**src/rtl/guvm_wb_pkg.sv**
```systemverilog
// ============================================================================
// guvm_wb_pkg : shared bus widths, responder states and lane-merge helper
// Revision: 1.0
// ============================================================================
`default_nettype none

package guvm_wb_pkg;

  localparam int          WB_DW         = 128;
  localparam int          WB_SW         = 16;
  localparam logic [31:0] NOP_WORD_DFLT = 32'hF0081003;

  typedef enum logic [1:0] {
    IDLE = 2'd0,
    WAIT = 2'd1,
    ACK  = 2'd2
  } resp_state_t;

  // Keeps only the selected bytes of a 32-bit word; unselected bytes read as 0.
  function automatic logic [31:0] lane_merge(input logic [31:0] dat, input logic [3:0] sel);
    logic [31:0] merged;
    merged = '0;
    for (int b = 0; b < 4; b++) begin
      if (sel[b]) merged[8*b +: 8] = dat[8*b +: 8];
    end
    return merged;
  endfunction

endpackage

`default_nettype wire

```
**src/rtl/guvm_inst_fifo.sv**
```systemverilog
// ============================================================================
// guvm_inst_fifo : 32-bit synchronous instruction queue, power-of-two depth
// Revision: 1.0
// ============================================================================
`default_nettype none

module guvm_inst_fifo #(
  parameter  int DEPTH = 8,
  localparam int AW    = $clog2(DEPTH)
) (
  input  logic          clk,
  input  logic          rst,
  input  logic          push,
  input  logic          pop,
  input  logic [31:0]   wdata,
  output logic [31:0]   rdata,
  output logic [AW:0]   count,
  output logic          full,
  output logic          empty
);

  logic [31:0]   mem [DEPTH];
  logic [AW-1:0] wr_ptr;
  logic [AW-1:0] rd_ptr;
  logic          do_push;
  logic          do_pop;

  assign full    = (count == (AW+1)'(DEPTH));
  assign empty   = (count == '0);
  assign do_push = push & ~full;
  assign do_pop  = pop & ~empty;
  assign rdata   = mem[rd_ptr];

  // Pointers wrap naturally because DEPTH is a power of two.
  always_ff @(posedge clk or posedge rst) begin
    if (rst) begin
      wr_ptr <= '0;
      rd_ptr <= '0;
      count  <= '0;
    end else begin
      if (do_push) wr_ptr <= wr_ptr + 1'b1;
      if (do_pop)  rd_ptr <= rd_ptr + 1'b1;
      case ({do_push, do_pop})
        2'b10:   count <= count + 1'b1;
        2'b01:   count <= count - 1'b1;
        default: count <= count;
      endcase
    end
  end

  always_ff @(posedge clk) begin
    if (do_push) mem[wr_ptr] <= wdata;
  end

endmodule

`default_nettype wire

```
**src/rtl/guvm_wb_responder.sv**
```systemverilog
// ============================================================================
// guvm_wb_responder : Wishbone classic slave feeding queued instructions to the
//                     core, capturing stores, with ack latency and error arm
// Revision: 1.0
// ============================================================================
`default_nettype none

module guvm_wb_responder
  import guvm_wb_pkg::*;
#(
  parameter int          FIFO_DEPTH = 8,
  parameter int          ACK_LAT    = 0,
  parameter logic [31:0] NOP_WORD   = NOP_WORD_DFLT
) (
  input  logic             i_clk,
  input  logic             i_rst,
  input  logic             i_wb_cyc,
  input  logic             i_wb_stb,
  input  logic             i_wb_we,
  input  logic [31:0]      i_wb_adr,
  input  logic [WB_SW-1:0] i_wb_sel,
  input  logic [WB_DW-1:0] i_wb_dat,
  output logic [WB_DW-1:0] o_wb_dat,
  output logic             o_wb_ack,
  output logic             o_wb_err,
  input  logic [31:0]      i_inst,
  input  logic             i_inst_vld,
  output logic             o_inst_rdy,
  input  logic             i_err_inject,
  output logic [31:0]      o_wdata,
  output logic [31:0]      o_wdata_adr,
  output logic             o_wdata_vld,
  output logic [15:0]      o_underflow
);

  localparam int          AW      = $clog2(FIFO_DEPTH);
  localparam bit          NO_WAIT = (ACK_LAT == 0);
  localparam logic [3:0]  LAT_M1  = NO_WAIT ? 4'd0 : 4'(ACK_LAT - 1);

  resp_state_t state;
  logic [3:0]  wait_cnt;
  logic        req_we;
  logic [31:0] req_adr;
  logic [3:0]  req_sel;
  logic [31:0] req_dat;
  logic        err_armed;

  logic        is_idle;
  logic        cur_we;
  logic [31:0] cur_adr;
  logic [3:0]  cur_sel;
  logic [31:0] cur_dat;
  logic        go_ack;
  logic        go_ok;
  logic        go_err;
  logic        rd_ok;
  logic        wr_ok;
  logic        q_empty_now;

  logic [31:0] fifo_head;
  logic [AW:0] fifo_count;
  logic        fifo_full;
  logic        fifo_empty;
  logic        unused_bits;

  assign unused_bits = ^{i_wb_sel[15:4], i_wb_dat[127:32]};

  // With no wait state the request is answered on its own sampling edge, so
  // the live bus fields stand in for the not-yet-captured ones.
  assign is_idle = (state == IDLE);
  assign cur_we  = is_idle ? i_wb_we        : req_we;
  assign cur_adr = is_idle ? i_wb_adr       : req_adr;
  assign cur_sel = is_idle ? i_wb_sel[3:0]  : req_sel;
  assign cur_dat = is_idle ? i_wb_dat[31:0] : req_dat;

  assign go_ack = (is_idle && i_wb_cyc && i_wb_stb && NO_WAIT) ||
                  (state == WAIT && i_wb_cyc && wait_cnt == 4'd0);
  assign go_ok       = go_ack & ~err_armed;
  assign go_err      = go_ack &  err_armed;
  assign rd_ok       = go_ok & ~cur_we;
  assign wr_ok       = go_ok &  cur_we;
  assign q_empty_now = (fifo_count == '0);
  assign o_inst_rdy  = ~fifo_full;

  guvm_inst_fifo #(.DEPTH(FIFO_DEPTH)) u_fifo (
    .clk   (i_clk),
    .rst   (i_rst),
    .push  (i_inst_vld),
    .pop   (rd_ok & ~fifo_empty),
    .wdata (i_inst),
    .rdata (fifo_head),
    .count (fifo_count),
    .full  (fifo_full),
    .empty (fifo_empty)
  );

  always_ff @(posedge i_clk or posedge i_rst) begin
    if (i_rst) begin
      state       <= IDLE;
      wait_cnt    <= 4'd0;
      req_we      <= 1'b0;
      req_adr     <= '0;
      req_sel     <= '0;
      req_dat     <= '0;
      err_armed   <= 1'b0;
      o_wb_dat    <= '0;
      o_wb_ack    <= 1'b0;
      o_wb_err    <= 1'b0;
      o_wdata     <= '0;
      o_wdata_adr <= '0;
      o_wdata_vld <= 1'b0;
      o_underflow <= '0;
    end else begin
      o_wb_ack    <= go_ok;
      o_wb_err    <= go_err;
      o_wdata_vld <= wr_ok;
      err_armed   <= go_err ? i_err_inject : (err_armed | i_err_inject);

      if (rd_ok) begin
        o_wb_dat <= {{3{NOP_WORD}}, q_empty_now ? NOP_WORD : fifo_head};
        if (q_empty_now) o_underflow <= o_underflow + 16'd1;
      end
      if (wr_ok) begin
        o_wdata     <= lane_merge(cur_dat, cur_sel);
        o_wdata_adr <= cur_adr;
      end

      case (state)
        IDLE: begin
          if (i_wb_cyc && i_wb_stb) begin
            req_we   <= i_wb_we;
            req_adr  <= i_wb_adr;
            req_sel  <= i_wb_sel[3:0];
            req_dat  <= i_wb_dat[31:0];
            wait_cnt <= LAT_M1;
            state    <= NO_WAIT ? ACK : WAIT;
          end
        end
        WAIT: begin
          if (!i_wb_cyc)              state    <= IDLE;
          else if (wait_cnt == 4'd0)  state    <= ACK;
          else                        wait_cnt <= wait_cnt - 4'd1;
        end
        ACK:     state <= IDLE;
        default: state <= IDLE;
      endcase
    end
  end

endmodule

`default_nettype wire

```
**config.mk**
```make
export PLATFORM = sky130hd
export DESIGN_NAME = guvm_wb_responder
export DESIGN_NICKNAME = d
export VERILOG_FILES = /design/src/rtl/guvm_wb_pkg.sv /design/src/rtl/guvm_inst_fifo.sv /design/src/rtl/guvm_wb_responder.sv
export SDC_FILE = /design/constraint.sdc
export NUM_CORES = 1
export LEC_CHECK = 0
export CAP_MARGIN = 20
export CELL_PAD_IN_SITES_DETAIL_PLACEMENT = 0
export CELL_PAD_IN_SITES_GLOBAL_PLACEMENT = 1
export CORE_UTILIZATION = 35
export DETAILED_ROUTE_END_ITERATION = 10
export GPL_ROUTABILITY_DRIVEN = 0
export PLACE_DENSITY_LB_ADDON = 0.1
export SYNTH_ARGS = -nofsm -noshare
export SYNTH_HDL_FRONTEND = slang
export SYNTH_SLANG_ARGS = --single-unit
```
**constraint.sdc**
```tcl
create_clock -name i_clk -period 10.1 [get_ports i_clk]
set_clock_uncertainty 0.2 [all_clocks]
set_input_delay 1.515 -clock i_clk [delete_from_list [all_inputs] [get_ports i_clk]]
set_output_delay 1.515 -clock i_clk [all_outputs]
set_load 0.01 [all_outputs]
```
### Yosys cells after proc, flatten, opt, wreduce, memory -nomap -nowiden

Memories as Yosys holds them, arrays and structs flattened.
Cells that the tools add are included.

* memories: 1
* input port bits: 215
* flip-flop bits (word level): 202
* RAM bits: 256
* word-level logic and storage cells: 80

Memories
* u_fifo.mem: depth 8, bits a word 32, rd ports 1, clocked after Yosys merged registers in 0, wr ports 1, RTL line guvm_inst_fifo.sv:22 `logic [31:0] mem [DEPTH];`

* add/subtract/negate cells: 6
* eq/ne operators: 8
* reductions and logical operators: 15
* mux-type cells: 21
* bitwise logic cells: 12

Operators with widths (count)
* two-way mux 32 bit: 3
* two-way mux 8 bit: 4
* adder 16 x 1 -> 16 bit (second input constant): 1
* two-way mux 4 bit: 4
* case mux 4 bit (2 select lines): 2
* logical NOT 4 bit: 2
* subtractor 4 x 1 -> 4 bit (second input constant): 2
* bitwise AND 1 bit: 7
* adder 3 x 1 -> 3 bit (second input constant): 2
* two-way mux 2 bit: 3
* AND reduction 2 bit: 3
* logical AND 1 bit: 5
* adder 4 x 1 -> 4 bit (second input constant): 1
* == test 2 x 1 -> 1 bit (second input constant): 2
* == test 4 bit (second input constant): 1
* two-way mux 1 bit: 4
* inequality test 2 bit (second input constant): 2
* NOT 1 bit: 4
* case mux 2 bit (2 select lines): 1
* AND reduction 4 bit: 1
* nonzero test 2 bit: 2
* inequality test 3 x 2 -> 1 bit (second input constant): 1
* == test 2 bit (second input constant): 1
* logical NOT 2 bit: 1
* 3 further kinds: 3

### Depth between registers and ports, before layout

Gate-level depths: netlist of run 1.

* word-level depth: 10
* mapped depth: 14
* gate-level depth less buffers: 11

### Cells and area by module

Synthesis of run 1 repeated with hierarchy kept, for this count alone.

* cell total of the unflattened synthesis: 1327
* area total of the unflattened synthesis: 19012.0 µm²

Modules (own cells, without submodules)
* guvm_inst_fifo: times used 1, area each 10401.2 µm², sequential area each 7937.6 µm², cells an instance 438
* guvm_wb_responder: times used 1, area each 8610.8 µm², sequential area each 4654.5 µm², cells an instance 889

### Worst setup path before layout of run 1

OpenSTA, ideal clock, no wires.

* path type: input to register
* start: input i_inst_vld
* end: memory u_fifo.mem[0][0] (enable)
* setup time: 0.461 ns
* setup slack: 5.341 ns
* stages on the path: 3
* data arrival time: 4.098 ns
* path buffers: 0
* cells stage by stage: nand2_1 or2_1 nor3_1

* cells in the longest elaborated chain, start to end: 3

Ends and longest elaborated chain
* from (decl): RTL line guvm_wb_responder.sv:27 `input logic i_inst_vld,`
* bitwise AND 1 bit: RTL line guvm_inst_fifo.sv:30 `assign do_push = push & ~full;`
* two-way mux 1 bit: RTL line guvm_inst_fifo.sv:52 `if (do_push) mem[wr_ptr] <= wdata;`
* two-way mux 1 bit (implied by the code): RTL line guvm_inst_fifo.sv:52
* to (decl): RTL line guvm_inst_fifo.sv:22

No other way between the ends.

### Final worst setup path of run 1

* start: input i_wb_cyc
* end: register u_fifo.count[2]

* cells in the longest elaborated chain, start to end: 9
* elaborated cells between the ends (all ways): 13
* classes of those cells: 2 x eq/ne; 1 x mux; 4 x bitwise; 6 x reduce/logical

Ends and longest elaborated chain
* from (decl): RTL line guvm_wb_responder.sv:17 `input logic i_wb_cyc,`
* logical AND 1 bit, on equally long branches (2 in a row): RTL line guvm_wb_responder.sv:76, guvm_wb_responder.sv:77
* logical OR 1 bit (*): RTL line guvm_wb_responder.sv:76 `assign go_ack = (is_idle && i_wb_cyc && i_wb_stb && NO_WAIT) ||`
* bitwise AND 1 bit (*): RTL line guvm_wb_responder.sv:78 `assign go_ok = go_ack & ~err_armed;`
* bitwise AND 1 bit (*): RTL line guvm_wb_responder.sv:80 `assign rd_ok = go_ok & ~cur_we;`
* bitwise AND 1 bit (*): RTL line guvm_wb_responder.sv:89 `.pop (rd_ok & ~fifo_empty),`
* bitwise AND 1 bit (*): RTL line guvm_inst_fifo.sv:31 `assign do_pop = pop & ~empty;`
* == test 2 x 1 -> 1 bit or == test 2 bit (tied branches): RTL line guvm_inst_fifo.sv:43 `case ({do_push, do_pop})`
* case mux 4 bit (2 select lines) or nonzero test 2 bit (tied branches)
* to (signal assigned): RTL line guvm_inst_fifo.sv:44 `2'b10: count <= count + 1'b1;`
* to (signal assigned): RTL line guvm_inst_fifo.sv:45 `2'b01: count <= count - 1'b1;`
* to (signal assigned): RTL line guvm_inst_fifo.sv:46 `default: count <= count;`
* to (decl): RTL line guvm_inst_fifo.sv:17 `output logic [AW:0] count,`

Mark *: on every way between the ends. The rest lies on a longest branch, timed or not.
A chain may end at the register's enable or synchronous reset.

==> results.json, run 1 <==
{
  "cp-start-kind": "input port",
  "status": "complete, no violations",
  "busiest_layer": "met2",
  "cap_violations": 0,
  "synth-seq-cells": 452,
  "clock.fmax_mhz": 205,
  "cts_buffer_depth": 3,
  "met3_usage_pct": 3.38,
  "combPwrFrac_pct": 21.7,
  "start_util_pct": 35.7,
  "die_area_um2": 53700,
  "p_int_uw": 3990,
  "drc_errors": 0,
  "critical_path.top_delay_family": "simple AND/OR/NAND/NOR gates",
  "die_h_um": 232,
  "rsz0062_at_grt": "false",
  "slew_headroom_pct": 32.0,
  "vias": 10400,
  "syn_avg_cell_area_um2": 14.4,
  "cp.buffers_inverters": 3,
  "routed_wl_um": 43500,
  "wl_per_cell_um": 19.5,
  "p_leak_uw": 0.00889,
  "layout_common_cells": "304 x nand2_1, 256 x edfxtp_1, 246 x clkdlybuf4s50_1",
  "netlist_area_um2": 18500,
  "synth_top_area_share_pct": 41.6,
  "worst_pin_slew_ps": 1020,
  "slowest_stage": "nand2_2",
  "first_pass_iters": 5,
  "grtUsageTotal_pct": 16.2,
  "use_met1_pct": 23.2,
  "setup_viol_count_final": 0,
  "required_ps": 10370,
  "ant_nets": 0,
  "ir_drop_mv": 0.141,
  "clock-sinks": 452,
  "vias_per_cell": 4.67,
  "first_global_vias": 10400,
  "coreArea_um2": 51700,
  "critPathMaxStageDelay_ps": 610,
  "switching_share_pct": 27.8,
  "drtIter0Drc": 643,
  "min_period_over_period_pct": 48.2,
  "post-cts-setup-buffer-count": 0,
  "dpl.hpwl_um": 25100,
  "area_growth_pct": 24.3,
  "chipWidth_um": 232,
  "synth_area_leaders": "edfxtp_1 42%, dfrtp_1 27%, mux4_2 7.8%",
  "holdCritPathClass": "register to register",
  "grt_overflow": 0,
  "cts_root_buffer": "clkbuf_16",
  "grt_start_max_net_pins": 98,
  "p_sw_uw": 1540,
  "clock_power_share_pct": 33.1,
  "cts_made_buffers": 50,
  "setup_tns_ps": 0,
  "cts_resized": 0,
  "port_buffers": 246,
  "synthCells": 1279,
  "ys_types": 44,
  "path_common_cell": "xor2_1",
  "power_frac_seq_pct": 45.2,
  "yosysSeqAreaShare_pct": 68.1,
  "use_met2_pct": 24.6,
  "worst-path-max-fanout": 30,
  "p_per_area_nw_per_um2": 241,
  "path_cells": "clkdlybuf4s50_1 > nand3b_1 > buf_4 > nor3_4 > nand2_2 > inv_2 > ha_1 > xor2_1 > ha_1 > a21oi_1 > xor2_1 > nor2_1 > xor2_1",
  "cts_tree": "yes",
  "drv_slew": 0,
  "crit_path_end_kind": "register",
  "cp_data_arrival_time_ps": 5140,
  "rows": 83,
  "io_pins": 427,
  "clk_pin_slew_ps": 50,
  "ys_warn_count": 0,
  "cts_max_level": 2,
  "layout_commonest_cell": "nand2_1",
  "hold_viol": 0,
  "total_power_uw": 5520,
  "clk_latency_ps": 600,
  "drive_above_1_share_pct": 12.3,
  "grt_first_pass_wirelength_um": 65700,
  "antenna_found_initial": 4,
  "nets": 1731,
  "synth_top_cell_by_area": "edfxtp_1",
  "period_minus_slack_ps": 4870,
  "hold_buffers": 0,
  "timing_worst_setup_path_type": "input port to register"
}
==> sequential cells by signal, summed over array words and instances (netlist names) <==
name,cells
o_wb_err,1
o_wdata_adr,32
o_wdata,32
o_wb_dat,33
err_armed,1
o_wdata_vld,1
o_wb_ack,1
state,1
req_adr,32
req_sel,4
u_fifo.mem,256
o_underflow,16
u_fifo.wr_ptr,3
u_fifo.count,4
u_fifo.rd_ptr,3
req_dat,32
==> kinds of logic (layout without fill, tap and decap cells) <==
kind of cell	after synthesis	count (layout)	synth area share [%]
other cells	1	73	0.0203
xor+xnor	23	23	1.13
compound gates	101	101	3.21
simple gates	362	362	8.04
buf+inv	166	368	5.59
flops	452	452	68.1
fa+ha+maj	6	6	0.406
mux	168	168	13.5
==> per-stage QoR <==
| stage | util (%) | hold WS, ps | instance area, um^2 | worst slack [ps] | instances |
|---|---|---|---|---|---|
| after CTS | 44.4 | 277 | 23000 | 5190 | 2232 |
| after floorplan | - | 245 | 18700 | 3040 | 1350 |
| after global placement | 41.2 | 256 | 21300 | 4550 | 2138 |
| final | 44.4 | 272 | 23000 | 5230 | 2233 |
| after detailed placement | 41.2 | 262 | 21300 | 4560 | 2138 |
| after global routing | 44.4 | 291 | 23000 | 5000 | 2232 |
==> path summary, 6_finish.rpt <==
kind | start | to | slack (ps) | cells after the start
setup / recovery | i_wb_cyc | u_fifo.count[2] | 5230 | 13
setup reg to reg | state[1] | u_fifo.count[2] | 5740 | 12
min in group asynchronous | i_rst | o_wb_dat[20] | 1180 | 2
max in group asynchronous | i_rst | state[1] | 7030 | 3
hold / removal | req_dat[26] | req_dat[26] | 270 | 2
hold reg to reg | req_dat[26] | req_dat[26] | 270 | 2
==> synthesized netlist by cell type (all sizes together) <==
master / instances
xnor2: 9
nand3: 7
or4b: 1
a21oi: 9
nor3: 11
edfxtp: 256
nand3b: 1
o31ai: 32
nand4: 2
a21o: 1
o22ai: 1
mux2: 4
nor4: 5
o21ai: 57
nand2b: 4
conb: 1
buf: 128
inv: 9
or2: 1
a32oi: 1
and4: 1
and2: 1
dfrtp: 196
mux4: 64
clkbuf: 29
ha: 6
nor2: 18
or4: 2
nand2: 306
and4bb: 1
mux2i: 100
xor2: 14
nor3b: 1
==> tightest hold or removal path, delay by kind of cell, from the launching register on <==
kind | cells | cell delay, ps
and+or+nand+nor | 2 | 100
DFF | 1 | 340
==> routing by layer <==
layer | up-vias | wire length [um]
met5 | - | 46
met3 | 67 | 2200
li1 | 4892 | -
met2 | 241 | 19800
met1 | 5228 | 20500
met4 | 6 | 962
==> final cells by class <==
type,count,area (um^2)
sequential,452,12600
inverter,9,42.5
tap,680,851
fill,4720,28800
timing repair buffer,265,2610
clock buffer,66,1420
multi-input combinational,732,5180
antenna,1,2.50
clock inverter,28,254
==> power groups by stage <==
stage | clock network [uW] | logic (uW) | registers, uW
after floorplan | 0 | 739 | 2490
after global placement | 0 | 1230 | 2530
after detailed placement | 0 | 1230 | 2540
after CTS | 1890 | 1230 | 2500
after global routing | 1950 | 1320 | 2540
final | 1830 | 1200 | 2490
Power figures use the tool's default switching activity.
==> run 2, diff against run 1 <==
Clock period 10.1 ns to 4.4 ns, I/O delays scaled along.
==> run 2 against run 1 <==
  * Sequential share of layout area shrank 0.099 points
  * Hold slack lost 120 ps
  * Register-to-register slack lost 4300 ps
  * Sequential power grew 130%
  * Non-clock buffer count grew 9
  * Global-route usage grew 0.46 points
  * Combinational power grew 120%
  * Core utilization grew 0.080 points
  * Critical path depth shrank 11
  * Total power grew 130%
  * Via count shrank 0.29%
  * Largest power group unchanged
==> results.json, run 2 (same netlist as run 1, synthesis figures left out) <==
{
  "rr_startpoint": "state[1]",
  "final_cell_count_no_fill": 2236,
  "clk_latency_ps": 610,
  "ant_nets": 0,
  "combPwrFrac_pct": 21.4,
  "grt_start_max_net_pins": 96,
  "critPathMaxStageDelay_ps": 620,
  "cts_tree": "yes",
  "endpoint": "o_inst_rdy",
  "dpl.hpwl_um": 26300,
  "grt_overflow": 0,
  "setup_viol_count_final": 0,
  "layout_commonest_cell": "nand2_1",
  "nets": 1740,
  "power_frac_seq_pct": 46.4,
  "cts_made_buffers": 50,
  "switching_share_pct": 28.0,
  "reg2reg_to": "o_wdata[12]",
  "setup_ws_ps": 1310,
  "worstSetupStartpoint": "u_fifo.count[1]",
  "timing_worst_setup_path_type": "register to output port",
  "hold_viol": 0,
  "port_buffers": 246,
  "hold_buffers": 0,
  "start_util_pct": 35.7,
  "slew_headroom_pct": 33.5,
  "clock_power_share_pct": 32.2,
  "cp-start-kind": "register",
  "area_growth_pct": 24.5,
  "rsz0062_at_grt": "false",
  "grtUsageTotal_pct": 16.6,
  "post-cts-setup-buffer-count": 0,
  "holdCritPathClass": "input port to async pin",
  "min_period_over_period_pct": 70.3,
  "p_int_uw": 9050,
  "grt_first_pass_wirelength_um": 67400,
  "rrSetupSlack_ps": 1420,
  "first_pass_iters": 5,
  "drv_slew": 0,
  "place_ws_ps": 851,
  "die_area_um2": 53700,
  "cts_resized": 0,
  "clock.fmax_mhz": 324,
  "period_minus_slack_ps": 3090,
  "slowest_stage": "or4b_1",
  "status": "complete, no violations",
  "worst-path-max-fanout": 9,
  "antenna_found_initial": 4,
  "path_cells": "or4b_1 > clkdlybuf4s50_1",
  "p_leak_uw": 0.00889,
  "layout_common_cells": "304 x nand2_1, 256 x edfxtp_1, 246 x clkdlybuf4s50_1",
  "drc_errors": 0,
  "io_pins": 427,
  "cts_buffer_depth": 3,
  "cts_root_buffer": "clkbuf_16",
  "rows": 83,
  "ir_drop_mv": 0.349,
  "largest_reg_flops": 256,
  "wl_per_cell_um": 19.7,
  "clk_pin_slew_ps": 60,
  "routed_wl_um": 44100,
  "p_per_area_nw_per_um2": 546,
  "largest_register": "u_fifo.mem",
  "multi_input_area_um2": 5180,
  "fill_cells": 4730,
  "num_antenna_cells": 0,
  "die_h_um": 232,
  "clock-sinks": 452,
  "setup_tns_ps": 0,
  "drtIter0Drc": 691,
  "top_regs": "u_fifo.mem (256), o_wb_dat (33)",
  "cp_data_arrival_time_ps": 2230,
  "coreArea_um2": 51700,
  "vias_per_cell": 4.65,
  "chipWidth_um": 232,
  "reg2regPathDepth": 4,
  "p_sw_uw": 3510,
  "vias": 10400,
  "placed_cells": 2146,
  "worst_pin_slew_ps": 998,
  "cts_max_level": 2,
  "required_ps": 3540,
  "first_global_vias": 10600,
  "cap_violations": 0,
  "regArea_um2": 12600,
  "crit_path_end_kind": "output port",
  "drive_above_1_share_pct": 11.8
}
[run 2: metal layers]
metal  vias up  part of all wire [%]  track usage (%)
li1       4894                     -                -
met5         -                  0.14                0
met3        56                   5.2             3.50
met1      5211                    46             23.3
met2       235                    47             26.2
met4         8                   1.6             4.50
[run 2: how the worst min path moves through the flow]
stage / start / to / slack (ps) / depth (start not counted)
5_1_grt: i_rst / req_dat[12] / 140 / 2
6_report: i_rst / req_dat[3] / 150 / 2
3_5_place_dp: req_dat[19] / req_dat[19] / 260 / 2
3_3_place_gp: req_adr[28] / req_adr[28] / 260 / 2
2_1_floorplan: req_adr[0] / req_adr[0] / 250 / 2
4_1_cts: req_dat[14] / req_dat[14] / 280 / 2
[run 2: layout make-up]
type	count	share of cell area [%]
flip-flops and latches	452	54.8
repair buffers	274	12.0
clock inverters	15	0.870
inverters	9	0.163
multi-input cells	732	22.5
clock buffers	74	5.96
well taps	680	3.70
[run 2: power groups by stage]
stage / clock, uW / sequential [uW] / combinational [uW]
floorplan: 0 / 5720 / 1700
global placement: 0 / 5910 / 2730
detailed placement: 0 / 5940 / 2750
CTS: 4170 / 5860 / 2760
global route: 4340 / 5960 / 2940
finish: 4040 / 5830 / 2690
[run 2: worst max-delay path: cells and delay by family, from the launching register on]
kind,cells,cell delay (ps)
AND/OR/NAND/NOR,1,620
flip-flops,1,460
buffers and inverters,1,550
[run 2: through the flow]
stage | util (%) | area, um^2 | total power, uW | hold WS [ps]
6_report | 44.5 | 23000 | 12600 | 149
5_1_grt | 44.5 | 23000 | 13200 | 142
4_1_cts | 44.4 | 23000 | 12800 | 277
3_5_place_dp | 41.4 | 21400 | 8690 | 262
3_3_place_gp | 41.4 | 21400 | 8640 | 257
2_1_floorplan | - | 18700 | 7410 | 245
==> run 3, diff against run 2 <==
Clock period 4.4 ns to 2.68 ns, I/O delays scaled along.
==> run 3 against run 2 <==
  * Cell count up 1.4%
  * Cell area up 2.3%
  * Clock power up 71%
  * Total power up 69%
  * Routed wire length down 1.5%
  * Critical path depth up 1
  * First-iteration DRC count down 11%
  * Sequential power up 60%
  * Core utilization up 1.0 points
  * Global-route usage down 0.33 points
  * Sequential share of layout area down 1.2 points
  * Via count up 0.89%
  * Highest routed layer unchanged
==> results.json, run 3 (same netlist as run 1, synthesis figures left out) <==
{
  "total_power_uw": 21200,
  "cp_data_arrival_time_ps": 2000,
  "layout_commonest_cell": "nand2_1",
  "cts_made_buffers": 50,
  "cts_tree": "yes",
  "p_per_area_nw_per_um2": 900,
  "final_cell_count_no_fill": 2268,
  "io_pins": 427,
  "top_regs": "u_fifo.mem (256), o_wb_dat (33)",
  "drv_slew": 0,
  "grt_start_max_net_pins": 82,
  "routed_wl_um": 43400,
  "clk_latency_ps": 600,
  "cts_buffer_depth": 3,
  "drtIter0Drc": 613,
  "vias_per_cell": 4.63,
  "dpl.hpwl_um": 27500,
  "nets": 1768,
  "drive_above_1_share_pct": 14.2,
  "min_period_over_period_pct": 97.1,
  "hold_viol": 0,
  "ir_drop_mv": 0.644,
  "critPathMaxStageDelay_ps": 550,
  "clk_pin_slew_ps": 60,
  "coreArea_um2": 51700,
  "layout_common_cells": "304 x nand2_1, 256 x edfxtp_1, 245 x clkdlybuf4s50_1",
  "grtUsageTotal_pct": 16.3,
  "clock-sinks": 452,
  "die_h_um": 232,
  "cts_root_buffer": "clkbuf_16",
  "cp-start-kind": "register",
  "place_ws_ps": -54.9,
  "wl_per_cell_um": 19.1,
  "cts_max_level": 2,
  "p_leak_uw": 0.00914,
  "largest_register": "u_fifo.mem",
  "first_global_vias": 10900,
  "chipWidth_um": 232,
  "first_pass_iters": 4,
  "setup_ws_ps": 78.4,
  "required_ps": 2080,
  "status": "complete, no violations",
  "slew_headroom_pct": 41.5,
  "largest_reg_flops": 256,
  "area_growth_pct": 27.4,
  "cap_violations": 0,
  "timing_worst_setup_path_type": "register to output port",
  "period_minus_slack_ps": 2600,
  "crit_path_end_kind": "output port",
  "slowest_stage": "or4b_1",
  "path_cells": "or4b_1 > buf_4 > dlygate4sd2_1",
  "grt_first_pass_wirelength_um": 66300,
  "antenna_found_initial": 4,
  "drc_errors": 0,
  "holdCritPathClass": "input port to register",
  "vias": 10500,
  "post-cts-setup-buffer-count": 0,
  "ant_nets": 0,
  "placed_cells": 2174,
  "port_buffers": 246,
  "clock.fmax_mhz": 384,
  "rsz0062_at_grt": "false",
  "rows": 83,
  "start_util_pct": 35.7,
  "worst_pin_slew_ps": 853,
  "setup_viol_count_final": 0,
  "die_area_um2": 53700,
  "grt_overflow": 0,
  "worst-path-max-fanout": 3
}
[run 3: worst paths after layout]
kind | from | slack (ps) | cells past startpoint | endpoint
setup / recovery | u_fifo.count[1] | 80 | 3 | o_inst_rdy
hold reg to reg | req_adr[25] | 270 | 2 | req_adr[25]
max in group asynchronous | i_rst | 1060 | 4 | o_wb_dat[32]
hold / removal | i_wb_adr[19] | 170 | 3 | req_adr[19]
setup reg to reg | u_fifo.count[0] | 240 | 10 | u_fifo.count[2]
min in group asynchronous | i_rst | 460 | 3 | req_dat[0]
[run 3: worst max-delay path, delay by kind of cell (launching register included)]
family                 cells  cell delay [ps]
and+or+nand+nor            1              550
DFF                        1              390
buffers and inverters      2              460
[run 3: what timing repair did]
item,4_1_cts,5_1_grt
gates cloned,0,0
gates resized for setup,1,1
endpoints found under the hold margin,3,0
hold buffers,1,0
endpoints found under the setup margin,1,24
[run 3: through the flow]
step                utilization (%)  TNS, ps  hold slack (ps)  instance area, um^2
floorplan                         -  -132270              245                18800
global placement               42.2     -130              257                21800
finish                         45.5        0              171                23500
CTS                            45.5        0              133                23500
detailed placement             42.2    -54.9              262                21800
global route                   45.5        0              173                23500
[run 3: where the power goes]
group          total [uW]  leakage (uW)  switching (uW)  internal, uW
Clock                6890      0.000823            2820          4070
Combinational        4960       0.00351            2320          2650
Sequential           9330       0.00480             721          8610
Total               21200       0.00914            5860         15300
[run 3: layout make-up]
| type | instances | area (um^2) |
|---|---|---|
| inverter | 9 | 37.5 |
| clock inverter | 16 | 186 |
| fill | 4661 | 28200 |
| antenna | 1 | 2.50 |
| multi-input combinational | 732 | 5190 |
| tap | 680 | 851 |
| clock buffer | 76 | 1500 |
| timing repair buffer | 302 | 3160 |
| sequential | 452 | 12600 |
[run 3: per-layer routing]
metal / GRT usage [%] / wire length [um] / share of wire [%]
met1: 23.0 / 20000 / 46
met2: 25.7 / 20500 / 47
met3: 3.14 / 2220 / 5.1
met4: 4.50 / 732 / 1.7
met5: 0 / 23 / 0.053
